===== src/rtl/ahb_rr_arbiter.sv =====
// Three-master AHB round-robin arbiter with a hold limit and a registered data-phase owner.
// Address-phase signals are muxed from HMASTER; HWDATA follows the owner of the previous accepted address phase.
module ahb_rr_arbiter #(
  parameter int NUM_M    = 3,
  parameter int MAX_HOLD = 8
) (
  input  logic        HCLK,
  input  logic        HRESETn,
  input  logic [2:0]  HBUSREQ,
  input  logic [95:0] HADDR_M,
  input  logic [5:0]  HTRANS_M,
  input  logic [2:0]  HWRITE_M,
  input  logic [8:0]  HSIZE_M,
  input  logic [95:0] HWDATA_M,
  input  logic        HREADY,
  output logic [2:0]  HGRANT,
  output logic [1:0]  HMASTER,
  output logic [31:0] HADDR,
  output logic [1:0]  HTRANS,
  output logic        HWRITE,
  output logic [2:0]  HSIZE,
  output logic [31:0] HWDATA
);

  typedef enum logic {PARK = 1'b0, OWN = 1'b1} state_e;

  localparam logic [4:0] HOLD_LIM = 5'(MAX_HOLD);

  state_e      state_q, state_d;
  logic [2:0]  grant_q, grant_d;
  logic [1:0]  master_q, master_d;
  logic [1:0]  last_q, last_d;
  logic [3:0]  hold_q, hold_d;
  logic        dp_vld_q;
  logic [1:0]  dp_mst_q;

  logic [4:0]  hold_sum;
  logic        others_req;
  logic        any_req;
  logic        arb;
  logic [1:0]  cand1, cand2, win;

  function automatic logic [1:0] next_idx(input logic [1:0] m);
    return (m == 2'd2) ? 2'd0 : m + 2'd1;
  endfunction

  always_comb begin
    others_req = 1'b0;
    for (int i = 0; i < NUM_M; i++) begin
      if (2'(i) != master_q && HBUSREQ[i]) others_req = 1'b1;
    end
    any_req = |HBUSREQ;

    // The limit counts the transfer accepted on this edge too, so the owner
    // gets exactly MAX_HOLD accepted transfers before yielding.
    hold_sum = {1'b0, hold_q} + {4'd0, (state_q == OWN) && HTRANS[1]};
    arb = HREADY && ((state_q == PARK) || !HBUSREQ[master_q] ||
                     ((hold_sum >= HOLD_LIM) && others_req));

    cand1 = next_idx(last_q);
    cand2 = next_idx(cand1);
    if (HBUSREQ[cand1])      win = cand1;
    else if (HBUSREQ[cand2]) win = cand2;
    else                     win = last_q;

    state_d  = state_q;
    grant_d  = grant_q;
    master_d = master_q;
    last_d   = last_q;
    hold_d   = hold_q;

    if (HREADY) begin
      hold_d = (hold_sum > 5'd15) ? 4'd15 : hold_sum[3:0];
      if (arb) begin
        if (any_req) begin
          state_d  = OWN;
          grant_d  = 3'b001 << win;
          master_d = win;
          last_d   = win;
          if (state_q == PARK || win != master_q) hold_d = 4'd0;
        end else begin
          state_d = PARK;
          grant_d = 3'b000;
          hold_d  = 4'd0;
        end
      end
    end
  end

  always_ff @(posedge HCLK or negedge HRESETn) begin
    if (!HRESETn) begin
      state_q  <= PARK;
      grant_q  <= 3'b000;
      master_q <= 2'd0;
      last_q   <= 2'd2;
      hold_q   <= 4'd0;
      dp_vld_q <= 1'b0;
      dp_mst_q <= 2'd0;
    end else begin
      state_q  <= state_d;
      grant_q  <= grant_d;
      master_q <= master_d;
      last_q   <= last_d;
      hold_q   <= hold_d;
      if (HREADY) begin
        dp_vld_q <= (state_q == OWN);
        dp_mst_q <= master_q;
      end
    end
  end

  assign HGRANT  = grant_q;
  assign HMASTER = master_q;

  always_comb begin
    HADDR  = 32'd0;
    HTRANS = 2'b00;
    HWRITE = 1'b0;
    HSIZE  = 3'b010;
    if (state_q == OWN) begin
      case (master_q)
        2'd0: begin
          HADDR  = HADDR_M[31:0];
          HTRANS = HTRANS_M[1:0];
          HWRITE = HWRITE_M[0];
          HSIZE  = HSIZE_M[2:0];
        end
        2'd1: begin
          HADDR  = HADDR_M[63:32];
          HTRANS = HTRANS_M[3:2];
          HWRITE = HWRITE_M[1];
          HSIZE  = HSIZE_M[5:3];
        end
        2'd2: begin
          HADDR  = HADDR_M[95:64];
          HTRANS = HTRANS_M[5:4];
          HWRITE = HWRITE_M[2];
          HSIZE  = HSIZE_M[8:6];
        end
        default: ;
      endcase
    end
  end

  always_comb begin
    HWDATA = 32'd0;
    if (dp_vld_q) begin
      case (dp_mst_q)
        2'd0:    HWDATA = HWDATA_M[31:0];
        2'd1:    HWDATA = HWDATA_M[63:32];
        2'd2:    HWDATA = HWDATA_M[95:64];
        default: HWDATA = 32'd0;
      endcase
    end
  end

endmodule


===== config.mk =====
export PLATFORM = sky130hd
export DESIGN_NAME = ahb_rr_arbiter
export DESIGN_NICKNAME = d
export VERILOG_FILES = /design/src/rtl/ahb_rr_arbiter.sv
export SDC_FILE = /design/constraint.sdc
export NUM_CORES = 1
export LEC_CHECK = 0
export CORE_AREA = 2 2 114 116
export DETAILED_ROUTE_END_ITERATION = 12
export DIE_AREA = 0 0 116 118
export GPL_ROUTABILITY_DRIVEN = 0
export GPL_TIMING_DRIVEN = 0
export PLACE_DENSITY = 0.7
export SLEW_MARGIN = 0
export SYNTH_ARGS = -nofsm -noshare
export SYNTH_HDL_FRONTEND = slang
export SYNTH_SLANG_ARGS = --single-unit
export TNS_END_PERCENT = 30

===== constraint.sdc =====
create_clock -name HCLK -period 6.2 [get_ports HCLK]
set_input_delay 1.86 -clock HCLK [delete_from_list [all_inputs] [get_ports HCLK]]
set_output_delay 1.86 -clock HCLK [all_outputs]
set_load 0.03 [all_outputs]

==> results of run 1 <==
## sequential cells by signal, indices dropped and copies added (netlist names)
| name | cells |
|---|---|
| state_q | 1 |
| last_q | 1 |
| HGRANT | 3 |
| hold_q | 4 |
| HMASTER | 2 |
| dp_mst_q | 2 |
| dp_vld_q | 1 |
## power by group
part | switching [mW] | total [mW] | internal (mW)
Sequential | 0.0363 | 0.163 | 0.127
Combinational | 1.19 | 2.14 | 0.943
Clock | 0.0349 | 0.132 | 0.0975
Total | 1.26 | 2.43 | 1.17
## stage by stage
stage	area [um2]	utilization [%]
6_report	5930	47.7
5_1_grt	5930	47.7
4_1_cts	5930	47.7
3_5_place_dp	5840	47.0
3_3_place_gp	5840	47.0
2_1_floorplan	2740	-
## routing by layer
metal	track usage [%]	share of wire (%)	vias to the layer above
li1	-	-	1950
met1	19.8	38	1800
met2	34.0	53	163
met3	3.81	7.9	8
met4	2.08	0.85	0
met5	0	0	-
## worst max path at each step
| stage | start | to | slack (ns) |
|---|---|---|---|
| final | HADDR_M[42] | HADDR[10] | 0.89 |
| after global routing | HTRANS_M[1] | HTRANS[1] | 0.81 |
| after CTS | HWDATA_M[72] | HWDATA[8] | 0.90 |
| after detailed placement | HWDATA_M[72] | HWDATA[8] | 0.91 |
| after global placement | HWDATA_M[72] | HWDATA[8] | 0.91 |
| after floorplan | HSIZE_M[4] | HSIZE[1] | 1.92 |
## cell families after synthesis
logic type,count (synthesis),share of synthesized area [%]
AND/OR/NAND/NOR,164,30.5
AO/OA/AOI/OAI,101,21.0
multiplexers,77,28.4
buffers and inverters,39,6.35
flip-flops,14,12.8
adder cells (fa/ha/maj),2,0.913
## layout make-up
type                            instances  area share (%)
Clock buffer                            4            1.50
Inverter                                1          0.0633
Sequential cell                        14            5.93
Buffer                                 38            2.87
Tap cell                              172            3.63
Multi-Input combinational cell        344            37.4
Timing Repair Buffer                  288            48.6
## Yosys cell counts (2+ instances only)
library cell | n | share of area (%)
o21ai_0 | 78 | 14
nand2_1 | 77 | 11
mux2i_1 | 71 | 26
and2_1 | 69 | 16
clkbuf_1 | 17 | 2.3
dfrtp_1 | 13 | 12
buf_2 | 12 | 2.2
buf_1 | 6 | 0.82
mux2_2 | 6 | 2.5
a21oi_1 | 5 | 0.91
nand2b_1 | 4 | 0.91
nor2b_1 | 4 | 0.91
o2bb2ai_1 | 4 | 1.3
o31ai_1 | 4 | 1.1
a2bb2oi_1 | 2 | 0.64
ha_1 | 2 | 0.91
nand3_1 | 2 | 0.37
==> metrics.csv, run 1 <==
metric,value,unit
outcome,finished clean,
worst clock skew,0.00276,ns
"commonest non-fill, non-tap cells in the layout","clkdlybuf4s50_1 (288), o21ai_0 (78), nand2_1 (77)",
TritonCTS clock tree,yes,
ys async rst share,100,%
CP arrival,3.45,ns
first-pass GRT wire length,19600,um
peak supply drop,200,uV
setup TNS,0,ns
Initial Util,22.1,%
Die Y,118,um
via count,3921,
Yosys reg bits,14,
Hold WC Path Type,flip-flop to flip-flop,
Hold Fails Final Rpt,0,
Total GRT Usage,17.6,%
Max Root-Sink Buffers,2,
initial DRC count,210,
top_reg_cell synth,dfrtp_1,
Worst Path Max Fanout,1,
R2R cell count,14,
Overflow after GRT,0,
Mapped Area,0.00274,mm2
Post-CTS Setup Inserts,0,
CP top delay family,buffers and inverters,
final setup margin,0.889,ns
overall power,2.43,mW
"most used cell, CP",clkdlybuf4s50_1,
Critical path buffers and inverters,2,
Layout area overhead,116,%
CP endpoint kind,output pin,
WP depth,5,
PD cells,410,mW/mm2
average routed wire per standard cell,15.1,um
hold slack final,0.495,ns
fin cells,861,
Worst R2R Start,HMASTER[1]$_DFFE_PN0P_,
Mapped Cells,397,
"Slew Viols, Final",0,
full die area,0.0137,mm2
Ports,291,
vias in the first global route,3901,
Worst slew margin,58.0,%
Peak Freq,0.188,GHz
Register Area,352,um2
"Seq/Total Area, Yosys",12.8,%
clock sinks,14,
initial antenna violation count,0,
WL final,13000,um
worst setup path class,primary input to output pin,
num rows,41,
placed insts,857,
pre-CTS worst setup slack,0.908,ns
clk slew on worst S/H paths,0.04,ns
Max Cap Viol,0,
RSZ-0062 raised after global routing,no,
Resized cells post-CTS,0,
drt drc,0,
post-DR vias/cell,4.55,
root buffer cell,clkbuf_16,
Hold Buf Count CTS,0,
Reg2Reg Setup Slack,2.96,ns
Critical Path Source Type,primary input,
Worst Hold Depth,1,
min Tclk post-route,5.31,ns
cell chain of the critical path,clkdlybuf4s50_1 > mux2i_1 > o21ai_0 > and2_1 > clkdlybuf4s50_1,
total CTS buffers,3,
final worst-path cycle share,85.7,%
ANT cells,0,
drt pass-1 iters,4,
multi-input logic area,0.00221,mm2
HP Start,hold_q[0]$_DFFE_PN0P_,
count of different cell masters after synthesis,38,
core area,0.0124,mm2
Skew-Pair Late Insertion Delay,0.24,ns
"most common cell after layout, fill and taps aside",clkdlybuf4s50_1,
setup violators final,0,
layout net count,908,
largest net degree at the start of global routing,15,
slowest CP cell,clkdlybuf4s50_1,
WP data required,4.34,ns
Worst Tran Pin Value,0.628,ns
hold endpoint,hold_q[0]$_DFFE_PN0P_,
Die X,116,um
R2R Path End,HGRANT[1]$_DFFE_PN0P_,
largest stage delay on the critical path,0.67,ns
filler cell count in the final layout,1263,
Port Buffers,288,
Routed Antenna Nets,0,
layout cell share with drive strength beyond 1,4.64,%
Ys Warns,0,
Final HPWL DP,11100,um
Lkg Pwr,2.32,nW
syn nets,615,
htree depth,1,
mean post-synth cell area,6.90,um2
Post-synth EDFFs,0,
(Power assumes the default switching activity.)
==> run 2, diff against run 1 <==
--- a/config.mk
+++ b/config.mk
@@ -5,6 +5,7 @@
 export SDC_FILE = /design/constraint.sdc
 export NUM_CORES = 1
 export LEC_CHECK = 0
+export ABC_CLOCK_PERIOD_IN_PS = 6200
 export CORE_AREA = 2 2 114 116
 export DETAILED_ROUTE_END_ITERATION = 12
 export DIE_AREA = 0 0 116 118
==> results of run 2 <==
No change in the layout: final DEF, timing and power equal those of run 1.
==> edit 1 (flow settings as in run 1) <==
`NUM_M`: 3 -> 6.
--- a/src/rtl/ahb_rr_arbiter.sv
+++ b/src/rtl/ahb_rr_arbiter.sv
@@ -1,7 +1,7 @@
 // Three-master AHB round-robin arbiter with a hold limit and a registered data-phase owner.
 // Address-phase signals are muxed from HMASTER; HWDATA follows the owner of the previous accepted address phase.
 module ahb_rr_arbiter #(
-  parameter int NUM_M    = 3,
+  parameter int NUM_M    = 6,
   parameter int MAX_HOLD = 8
 ) (
   input  logic        HCLK,
Check against the original RTL: not equivalent (a bounded check fails within 10 cycles, from zero or initial values and one cycle with HRESETn low).
==> edit 1 against run 1 <==
  * Setup slack got worse by 37 ps
  * Power grew 8.0%
  * Wire length increased by 7.4%
  * Synthesized area is 0.82% lower
  * Critical path depth is 1 higher
  * Final area hardly changed
  * Critical path type unchanged
  * Worst hold slack improved by 21 ps
  * Sequential power grew 4%
  * Sequential cell count unchanged
==> edit 1: results (changes against run 1) <==
stage;metric;value;unit;change
grt;track_usage;19.0;%;+1.4 points
logic_synthesis;synth-seq-area-share;12.9;%;+0.11 points
logic_synthesis;synth_common_cells;77 x nor2_1, 72 x mux2i_1, 39 x a21oi_1, 37 x nand2_1;;
routing;vias;3952;;+0.79%
power_and_ir_drop;power_density;443;mW/mm^2;+8.1%
cells_and_area;inv_count;4;;+3
routing;met2_length;7440;um;+8.3%
logic_synthesis;syn-num-nets;614;;-0.16%
routing;first_pass_iters;5;;+1
cells_and_area;fin_cells;864;;+0.35%
grt;grt_pass1_wl;20700;um;+5.5%
logic_synthesis;synth.area.top_cells;mux2i_1 27%, dfrtp_1 12%, nor2_1 11%;;
cells_and_area;clk_share;1.50;%;about the same
logic_synthesis;synthAdderAreaFrac;0.921;%;+0.0076 points
setup_path;cp_data_arrival_time;3490;ps;+40 ps
routing;drt_iter0_drc;121;;-42%
grt;grtUsageMet1;18.7;%;-1.1 points
grt;grtUsageMet3;4.79;%;+0.98 points
cells_and_area;fill_cells;1258;;-0.40%
place;placed_cell_area;0.00583;sq mm;-0.21%
run_status;status;complete, no violations;;
logic_synthesis;yosys.area_share.xor_xnor;0.322;%;+0.32 points
cells_and_area;area_growth;118;%;
logic_synthesis;synthCells;396;;-0.25%
timing;max_slew_margin;53.3;%;-4.7 points
place;post-place-ws;813;ps;-94.8 ps
grt;antenna_found_initial;3;;+3
power_and_ir_drop;p_seq;169;uW;+4%
routing;wl_met1;4980;um;+0.10%
timing;fin_worst_skew;5.67;ps;+2.90 ps
place;io_buffers;289;;+0.35%
[edit 1: cell count changes after synthesis, moves of 3 or more]
cell       before  now
a31oi_1         0    5
buf_1           6    1
mux2_4          0    3
and2_1         69   34
o31ai_1         4    0
inv_1           1    4
nand2_1        77   37
nor2_1          1   77
o21ai_0        78   34
o2bb2ai_1       4    0
clkbuf_1       17   22
a21oi_1         5   39
[edit 1: worst paths after layout]
kind / startpoint / end / slack, ps / depth (start not counted)
hold reg to reg: HGRANT[0] / HGRANT[0] / 520 / 1
setup reg to reg: HMASTER[0] / state_q / 2240 / 15
max in group asynchronous: HRESETn / dp_mst_q[0] / 3770 / 1
min in group asynchronous: HRESETn / HGRANT[2] / 2010 / 1
hold / removal: HGRANT[0] / HGRANT[0] / 520 / 1
setup / recovery: HADDR_M[31] / HADDR[31] / 850 / 6
[edit 1: worst max-delay path, stage by stage]
cell	delay [ps]
clkdlybuf4s50_1	470
mux2i_1	70
nor2_1	160
a21oi_1	60
nor2_1	150
clkdlybuf4s50_1	710
==> edit 2 (settings of run 1) <==
Without the edit above. `hold_q` no longer has a reset.
--- a/src/rtl/ahb_rr_arbiter.sv
+++ b/src/rtl/ahb_rr_arbiter.sv
@@ -93,7 +93,6 @@
       grant_q  <= 3'b000;
       master_q <= 2'd0;
       last_q   <= 2'd2;
-      hold_q   <= 4'd0;
       dp_vld_q <= 1'b0;
       dp_mst_q <= 2'd0;
     end else begin
@@ -101,12 +100,15 @@
       grant_q  <= grant_d;
       master_q <= master_d;
       last_q   <= last_d;
-      hold_q   <= hold_d;
       if (HREADY) begin
         dp_vld_q <= (state_q == OWN);
         dp_mst_q <= master_q;
       end
     end
+  end
+
+  always_ff @(posedge HCLK) begin
+    hold_q <= hold_d;
   end
 
   assign HGRANT  = grant_q;
Behaviour: same outputs for any inputs over 10 cycles, from zero or initial values and one cycle with HRESETn low; that may be too few to reach the edited logic, so the function may still have changed.
==> edit 2 against run 1 <==
  * Non-clock buffer count grew 1
  * Synthesized cell count shrank 2.0%
  * Final area shrank 0.68%
  * Synthesized area shrank 1.8%
  * Setup slack lost 4.9 ps
  * Power shrank 19%
  * Via count shrank 1.3%
  * Sequential cell count is the same
  * Wire length grew 1.6%
  * Critical path type unchanged
==> edit 2: results (changes against run 1) <==
stage;metric;value;unit;change
logic_synthesis;synth-seq-area-share;13.8;%;+0.98 points
grt;grt_pass1_vias;4001;;+2.6%
logic_synthesis;ys.flop_type;dfrtp_1;;
routing;first_pass_iters;4;;unchanged
logic_synthesis;synth.area.top_cells;mux2i_1 27%, nor2_1 11%, dfrtp_1 8.4%;;
cts;clockBufferDepth;2;;unchanged
power_and_ir_drop;p_leak;2.37;nW;+2.4%
cells_and_area;largest_reg_flops;4;;unchanged
setup_path;critPathTopFamily;buffers and inverters;;
cts;cts_resized;0;;unchanged
cells_and_area;drive_gt1_share;5.43;%;+0.78 points
timing;fin_worst_skew;4.67;ps;+1.91 ps
logic_synthesis;synth_cell_types;46;;+21%
setup_path;cp_data_arrival_time;3460;ps;about the same
routing;postRouteAntennaNets;0;;unchanged
setup_path;r2r-start;HMASTER[1];;
setup_path;r2r_slack;2930;ps;-30 ps
power_and_ir_drop;ir_drop;0.154;mV;-23%
power_and_ir_drop;power_density;336;mW/mm^2;-18%
logic_synthesis;synthArstFlopShare;71.4;%;-29 points
place;io_buffers;289;;+0.35%
setup_path;cp-startpoint;HTRANS_M[3];;
hold_path;hp-class;reg2reg;;
routing;vias;3871;;-1.3%
routing;drt_iter0_drc;115;;-45%
setup_path;critPathCapture;HTRANS[1];;
cts;clk_pin_slew_worst_paths;40;ps;about the same
setup_path;cp_slowest_cell;clkdlybuf4s50_1;;
run_status;status;complete, no violations;;
place;hpwl;11400;um;+2.7%
grt;track_usage;18.3;%;+0.70 points
timing;max_slew_margin;56.7;%;-1.3 points
cts;insertion_delay;240;ps;about the same
cells_and_area;top_register;hold_q;;
cts;htreeDepth;1;;unchanged
cts;cts_buffers;3;;unchanged
routing;drt-total-wl;13200;um;+1.6%
grt;grt_pass1_wl;20000;um;+2.4%
grt;grt_max_degree;11;;-4
setup_path;path_max_fanout;2;;+1
logic_synthesis;yosysWarnings;0;;unchanged
cells_and_area;final_nets;901;;-0.77%
logic_synthesis;synth_common_cells;76 x nor2_1, 72 x mux2i_1, 38 x a21oi_1, 36 x o21ai_0, 33 x nand2_1;;
grt;antenna_found_initial;4;;+4
logic_synthesis;syn-num-nets;607;;-1.3%
setup_path;max_stage_delay;720;ps;+50 ps
cts;clockRootBuffer;clkbuf_16;;
cts;post_cts_buffers;0;;unchanged
logic_synthesis;synth_edf_count;4;;+4
setup_path;worstRegToRegCells;13;;-1
setup_path;rr_endpoint;HMASTER[0];;
==> edit 2: how the worst min path moves through the flow <==
| stage | from | endpoint | slack, ps | depth (start not counted) |
|---|---|---|---|---|
| after floorplan | dp_vld_q | dp_vld_q | 550 | 1 |
| after global placement | HGRANT[0] | HGRANT[0] | 500 | 1 |
| after detailed placement | HGRANT[2] | HGRANT[2] | 500 | 1 |
| after CTS | HGRANT[0] | HGRANT[0] | 520 | 1 |
| after global routing | HGRANT[2] | HGRANT[2] | 550 | 1 |
| final | HGRANT[0] | HGRANT[0] | 510 | 1 |
==> edit 2: cells by family (layout without fill, tap and decap cells) <==
kind of cell / Yosys count / after routing / share of synthesized area (%)
other: 0 / 4 / 0
XOR/XNOR: 1 / 1 / 0.326
AO/OA/AOI/OAI: 92 / 92 / 19.6
buffers and inverters: 41 / 334 / 7.07
AND/OR/NAND/NOR: 159 / 159 / 27.6
multiplexers: 80 / 80 / 30.7
flip-flops: 14 / 14 / 13.8
adder cells (fa/ha/maj): 2 / 2 / 0.930
==> edit 2: cell type report <==
class / instances / area (sq um)
clock inverter: 1 / 3.75
sequential: 14 / 372
inverter: 3 / 11.3
clock buffer: 3 / 75.1
timing repair buffer: 289 / 2890
buffer: 38 / 179
fill: 1230 / 6530
multi-input combinational: 334 / 2130
tap: 172 / 215
antenna: 4 / 10.0
==> edit 2: worst reg2reg max path, stage by stage, from the launching register on <==
cell	delay [ps]
dfrtp_1	330
buf_2	270
and2b_1	180
buf_2	250
buf_2	270
a21oi_1	100
nor2_1	210
ha_1	210
ha_1	200
nand2b_1	110
mux2i_1	110
o311a_1	410
nor2_2	190
mux2_4	310
==> edit 2: where the power goes <==
part           switching, mW  total [mW]  internal (mW)
sequential            0.0259       0.157          0.131
clock                 0.0336       0.118         0.0849
combinational          0.934        1.70          0.771
==> edit 2: layer usage <==
layer,vias up,routed length [um],GRT usage [%]
li1,1931,-,-
met1,1707,4780,18.5
met2,209,6710,33.9
met3,24,1360,5.46
met4,0,345,7.96
met5,-,0,0
==> edit 2: per-stage QoR <==
step | instance area (sq um) | worst slack [ps] | instances | total power [mW] | hold WS (ps)
global placement | 5800 | 806 | 850 | 1.85 | 500
CTS | 5880 | 810 | 854 | 2.00 | 515
global route | 5890 | 704 | 858 | 2.13 | 547
finish | 5890 | 884 | 858 | 1.98 | 508
detailed placement | 5800 | 812 | 850 | 1.87 | 498
floorplan | 2690 | 1860 | 389 | 1.22 | 547
